[config.mk]
export PLATFORM = sky130hd
export DESIGN_NAME = fetch_prefetch_unit
export DESIGN_NICKNAME = d
export VERILOG_FILES = /design/src/rtl/mips_pkg.sv /design/src/rtl/instr_queue.sv /design/src/rtl/fetch_prefetch_unit.sv
export SDC_FILE = /design/constraint.sdc
export NUM_CORES = 1
export LEC_CHECK = 0
export ABC_AREA = 1
export CAP_MARGIN = 10
export CORE_UTILIZATION = 60
export CTS_CLUSTER_DIAMETER = 120
export DETAILED_ROUTE_END_ITERATION = 7
export GPL_ROUTABILITY_DRIVEN = 0
export PLACE_DENSITY = 0.86
export REMOVE_ABC_BUFFERS = 1
export SYNTH_ARGS = -nofsm -noshare
export SYNTH_HDL_FRONTEND = slang
export SYNTH_SLANG_ARGS = --single-unit
[constraint.sdc]
create_clock -name clk -period 6.6 [get_ports clk]
set_input_delay 1.98 -clock clk [delete_from_list [all_inputs] [get_ports clk]]
set_output_delay 1.98 -clock clk [all_outputs]
set_load 0.005 [all_outputs]
[src/rtl/mips_pkg.sv]
// Shared definitions for the MIPS pipeline front end: data widths, fetch
// constants and the instruction-queue entry layout.
package mips_pkg;

    localparam int XLEN = 32;

    localparam logic [XLEN-1:0] INSTR_NOP = 32'h0000_0000;
    localparam logic [XLEN-1:0] PC_INC    = 32'd4;

    typedef struct packed {
        logic [XLEN-1:0] instr;
        logic [XLEN-1:0] pc;
    } fetch_entry_t;

    // Instruction addresses are word aligned; the low two bits carry no meaning.
    function automatic logic [XLEN-1:0] pc_align(input logic [XLEN-1:0] addr);
        return {addr[XLEN-1:2], 2'b00};
    endfunction

endpackage

[src/rtl/instr_queue.sv]
// Small synchronous FIFO of fetched {instr, pc} entries with a single-cycle
// flush. Pointers wrap naturally because DEPTH is a power of two.
module instr_queue
    import mips_pkg::*;
#(
    parameter int DEPTH = 4
) (
    input  logic                       clk,
    input  logic                       reset,
    input  logic                       push_i,
    input  logic                       pop_i,
    input  logic                       flush_i,
    input  fetch_entry_t               wdata_i,
    output fetch_entry_t               head_o,
    output logic [$clog2(DEPTH):0]     count_o,
    output logic                       empty_o,
    output logic                       full_o
);

    localparam int AW = $clog2(DEPTH);
    localparam int CW = AW + 1;

    fetch_entry_t       mem_q [DEPTH];
    logic [AW-1:0]      wr_ptr_q, wr_ptr_d;
    logic [AW-1:0]      rd_ptr_q, rd_ptr_d;
    logic [CW-1:0]      count_q,  count_d;
    logic               do_push;
    logic               do_pop;

    assign empty_o = (count_q == '0);
    assign full_o  = (count_q == CW'(DEPTH));
    assign count_o = count_q;
    assign head_o  = mem_q[rd_ptr_q];

    // Flush wins over a same-cycle push or pop so no wrong-path entry survives.
    always_comb begin
        wr_ptr_d = wr_ptr_q;
        rd_ptr_d = rd_ptr_q;
        count_d  = count_q;
        do_push  = 1'b0;
        do_pop   = 1'b0;
        if (flush_i) begin
            wr_ptr_d = '0;
            rd_ptr_d = '0;
            count_d  = '0;
        end else begin
            do_push = push_i;
            do_pop  = pop_i & ~empty_o;
            if (do_push) begin
                wr_ptr_d = wr_ptr_q + AW'(1);
            end
            if (do_pop) begin
                rd_ptr_d = rd_ptr_q + AW'(1);
            end
            count_d = count_q + CW'(do_push) - CW'(do_pop);
        end
    end

    always_ff @(posedge clk or negedge reset) begin
        if (!reset) begin
            wr_ptr_q <= '0;
            rd_ptr_q <= '0;
            count_q  <= '0;
        end else begin
            wr_ptr_q <= wr_ptr_d;
            rd_ptr_q <= rd_ptr_d;
            count_q  <= count_d;
        end
    end

    always_ff @(posedge clk) begin
        if (do_push) begin
            mem_q[wr_ptr_q] <= wdata_i;
        end
    end

endmodule

[src/rtl/fetch_prefetch_unit.sv]
// Instruction fetch front end: owns the PC, issues one-cycle-latency reads to
// the instruction RAM and buffers returned words for the issue stage.
module fetch_prefetch_unit
    import mips_pkg::*;
#(
    parameter int          DEPTH    = 4,
    parameter logic [31:0] RESET_PC = 32'h0000_0000
) (
    input  logic                       clk,
    input  logic                       reset,
    input  logic                       redirect_fetch_i,
    input  logic [31:0]                redirect_pc_fetch_i,
    output logic [31:0]                addr_imem_fetch_o,
    output logic                       rd_en_imem_fetch_o,
    input  logic [31:0]                instr_imem_fetch_i,
    output logic                       valid_fetch_o,
    input  logic                       ready_fetch_i,
    output logic [31:0]                instr_fetch_o,
    output logic [31:0]                pc_fetch_o,
    output logic [31:0]                next_pc_fetch_o,
    output logic [$clog2(DEPTH):0]     count_fetch_o
);

    localparam int CW = $clog2(DEPTH) + 1;

    logic [XLEN-1:0]    pc_q, pc_d;
    logic               inflight_q, inflight_d;
    logic [XLEN-1:0]    inflight_pc_q, inflight_pc_d;

    logic [XLEN-1:0]    fetch_addr;
    logic               rd_en;
    logic [CW:0]        credit_used;
    logic               q_push;
    logic               q_pop;
    logic               q_empty;
    logic               q_full;
    logic [CW-1:0]      q_count;
    fetch_entry_t       q_wdata;
    fetch_entry_t       q_head;

    // Outstanding work is queued entries plus the read still in flight; the
    // same-cycle pop is deliberately not credited back.
    assign credit_used = {1'b0, q_count} + (CW+1)'(inflight_q);

    always_comb begin
        fetch_addr    = redirect_fetch_i ? pc_align(redirect_pc_fetch_i) : pc_q;
        rd_en         = reset & (redirect_fetch_i | (credit_used < (CW+1)'(DEPTH)));
        pc_d          = pc_q;
        inflight_d    = 1'b0;
        inflight_pc_d = inflight_pc_q;
        if (rd_en) begin
            pc_d          = fetch_addr + PC_INC;
            inflight_d    = 1'b1;
            inflight_pc_d = fetch_addr;
        end
    end

    // Redirect discards both the returning stale word and any head handshake.
    always_comb begin
        q_push        = inflight_q & ~redirect_fetch_i & ~q_full;
        q_pop         = ~q_empty & ready_fetch_i & ~redirect_fetch_i;
        q_wdata.instr = instr_imem_fetch_i;
        q_wdata.pc    = inflight_pc_q;
    end

    always_ff @(posedge clk or negedge reset) begin
        if (!reset) begin
            pc_q          <= RESET_PC;
            inflight_q    <= 1'b0;
            inflight_pc_q <= '0;
        end else begin
            pc_q          <= pc_d;
            inflight_q    <= inflight_d;
            inflight_pc_q <= inflight_pc_d;
        end
    end

    instr_queue #(
        .DEPTH (DEPTH)
    ) u_instr_queue (
        .clk     (clk),
        .reset   (reset),
        .push_i  (q_push),
        .pop_i   (q_pop),
        .flush_i (redirect_fetch_i),
        .wdata_i (q_wdata),
        .head_o  (q_head),
        .count_o (q_count),
        .empty_o (q_empty),
        .full_o  (q_full)
    );

    always_comb begin
        addr_imem_fetch_o  = fetch_addr;
        rd_en_imem_fetch_o = rd_en;
        valid_fetch_o      = ~q_empty;
        count_fetch_o      = q_count;
        instr_fetch_o      = INSTR_NOP;
        pc_fetch_o         = '0;
        next_pc_fetch_o    = '0;
        if (!q_empty) begin
            instr_fetch_o   = q_head.instr;
            pc_fetch_o      = q_head.pc;
            next_pc_fetch_o = q_head.pc + PC_INC;
        end
    end

endmodule

==> impl_metrics.yaml <==
status:
  status: "finished, final reports clean"
critical_path:
  worstPathArrival_ns: 4.23
  startpoint_type: "flip-flop"
  cp-end-kind: "output port"
  path_max_fanout: 62
  cp.required_ns: 4.62
  criticalPathCategory: "flip-flop to output port"
cts:
  clk_pin_slew_worst_paths_ns: 0.06
  cts_root_buffer: "clkbuf_16"
  cts.sink_count: 326
  ctsHoldBuffers: 0
  post_cts_resized: 0
  cts_buffers: 34
  clk_latency_ns: 0.52
  cts_setup_buffers: 0
  htreeDepth: 2
  clk_path_buf_depth: 3
  tritoncts: "yes"
drt:
  ant_nets: 0
  first_iter_violations: 1237
  via_per_inst: 5.638
  drc_errors: 0
  drt_first_pass_iters: 6
  drt_wl_total_mm: 38.55
  vias: 12610
  wl_per_cell_um: 17.24
power:
  ir_drop_mv: 0.2509
  power_frac_clock_pct: 24.1
  pwr_density_cell_mw_per_mm2: 418.9
  swShare_pct: 35.88
  power.total_mw: 7.941
  pwr-share-seq_pct: 36.1
  power.switching_mw: 2.849
  leakage_nw: 7.497
  pwr-share-comb_pct: 39.8
  internal_power_mw: 5.091
place:
  dp_hpwl_mm: 24.62
  place_ws_ns: 1.010
  port_buffers: 198
  placedCellCount: 2178
layout:
  final_cell_mix: "493 x nand2_1, 316 x nor2_1, 256 x edfxtp_1"
  final_common_cell: "nand2_1"
  fin_cells: 2236
  nets: 1962
  fillCellCount: 1744
  drive_gt1_share_pct: 7.975
  syn_to_final_growth_pct: 20.72
  final_util_pct: 74.63
  n_antenna_cell: 0
logic_synthesis:
  netlist_area_sq_mm: 0.01570
  ys_warn_count: 0
  synth_edf_count: 256
  synth.yosys.seq_area_share_pct: 60.11
  syn_inst: 1716
  async_flop_share_pct: 21.47
  ys_types: 44
  ys.flop_type: "edfxtp_1"
  synth_area_per_cell_sq_um: 9.151
  synth-seq-cells: 326
job:
  max_cap_viol_count: 0
grt:
  grt_max_degree: 76
  grt_pass1_vias: 12330
  grt_overflow_total: 0
  antenna_found_initial: 1
  grt_pass1_wl_mm: 60.66
  grt.total_usage_pct: 29.26
sta:
  tightest_slew_ns: 0.9817
  setup_viol: 0
  fin_crit_sh_pct: 94.12
  max_freq_ghz: 0.1610
  setup_slack_ns: 0.3883
  final-hold-violation-count: 0
  finalMaxSlewViolations: 0
  slew_headroom_pct: 34.40
  finalClockSkew_ns: 0.01987
  period_minus_slack_ns: 6.212
  rsz0062_at_grt: "no"
floorplanning:
  fp.dieW_um: 163.8
  die-area_sq_mm: 0.02682
  die_y_um: 163.8
  rows: 58
  pin_count: 201
  core-area_sq_mm: 0.02540
  start_util_pct: 61.82
worst_hold_path:
  hold_path_class: "flip-flop to flip-flop"
[flip-flops by register name (all words and copies together), names as in the netlist]
name	flops
u_instr_queue.mem_q	256
pc_q	32
inflight_pc_q	30
u_instr_queue.count_o	3
u_instr_queue.rd_ptr_q	2
u_instr_queue.wr_ptr_q	2
inflight_q	1
[cell families after synthesis]
group,synth area share (%)
adders and majority gates,0.8446
buffers and inverters,5.307
AOI/OAI and AO/OA,6.924
and+or+nand+nor,26.42
DFF,60.11
xor gates and xnor gates,0.3904
[cell type report]
class                      count  area [sq um]  share of cell area [%]
sequential                   326          9444                   49.82
clock inverter                14         127.6                  0.6733
timing repair buffer         213          2147                   11.33
multi-input combinational   1217          5469                   28.85
inverter                      92         350.3                   1.848
clock buffer                  44          1005                   5.300
tap                          330         412.9                   2.178
[power groups by stage]
| stage | combinational (mW) | clock [mW] | sequential [mW] |
|---|---|---|---|
| 2_1_floorplan | 1.57 | 0 | 2.86 |
| 3_3_place_gp | 3.03 | 0 | 2.87 |
| 3_5_place_dp | 3.11 | 0 | 2.89 |
| 4_1_cts | 3.15 | 1.93 | 2.86 |
| 5_1_grt | 3.47 | 2.02 | 2.90 |
| 6_report | 3.16 | 1.92 | 2.87 |
[synth_stat cells (14+ instances only)]
cell type	instances	area, sq um
edfxtp_1	256	7687
nor2_1	320	1201
nand2_2	21	131.4
o21ai_0	104	520.5
nor2_2	15	93.84
a21oi_1	56	280.3
o21ai_1	14	70.07
clkbuf_1	30	112.6
dfrtp_1	70	1752
buf_2	19	95.09
nand3_1	112	560.5
nand2_1	494	1854
inv_1	84	315.3
[stage by stage]
stage	hold slack (ns)	area [sq um]	TNS (ns)
after floorplan	0.4494	15220	-1.059
after global placement	0.4649	17820	0
after detailed placement	0.4713	17820	0
after CTS	0.4878	18960	0
after global routing	0.5158	18960	0
final	0.4907	18960	0
[routing by layer]
metal / vias up / wire (um) / track usage [%]
met5: - / 0 / 0
met4: 0 / 1307 / 11.95
met3: 107 / 3458 / 5.354
met2: 602 / 18960 / 50.91
met1: 5895 / 14820 / 36.03
li1: 6003 / - / -
[critical path, stage by stage (launching register included)]
cell and delay (ns):
dfrtp_4 0.74, inv_4 0.59, buf_4 0.42, nand2_1 0.15
nand2_1 0.11, nand2_1 0.07, nand2_1 0.09, nand2_1 0.08
nor2_1 0.13, nand2_2 0.12, nor2_2 0.17, nor2_1 0.06
nor3_1 0.35, clkdlybuf4s50_1 0.59
[worst paths after layout]
check / to / slack [ns] / depth (start not counted) / startpoint
worst min register to register: pc_q[17]$_DFFE_PN0P_ / 0.49 / 2 / pc_q[17]$_DFFE_PN0P_
min in group asynchronous: u_instr_queue.count_o[0]$_DFF_PN0_ / 1.30 / 1 / reset
worst max register to register: u_instr_queue.count_o[2]$_DFF_PN0_ / 3.82 / 11 / u_instr_queue.count_o[1]$_DFF_PN0_
max in group asynchronous: u_instr_queue.rd_ptr_q[0]$_DFFE_PN0P_ / 4.18 / 2 / reset
worst max-delay path: next_pc_fetch_o[13] / 0.39 / 13 / u_instr_queue.rd_ptr_q[0]$_DFFE_PN0P_
worst min-delay path: pc_q[17]$_DFFE_PN0P_ / 0.49 / 2 / pc_q[17]$_DFFE_PN0P_
No activity file was read; power rests on OpenSTA's default activity.
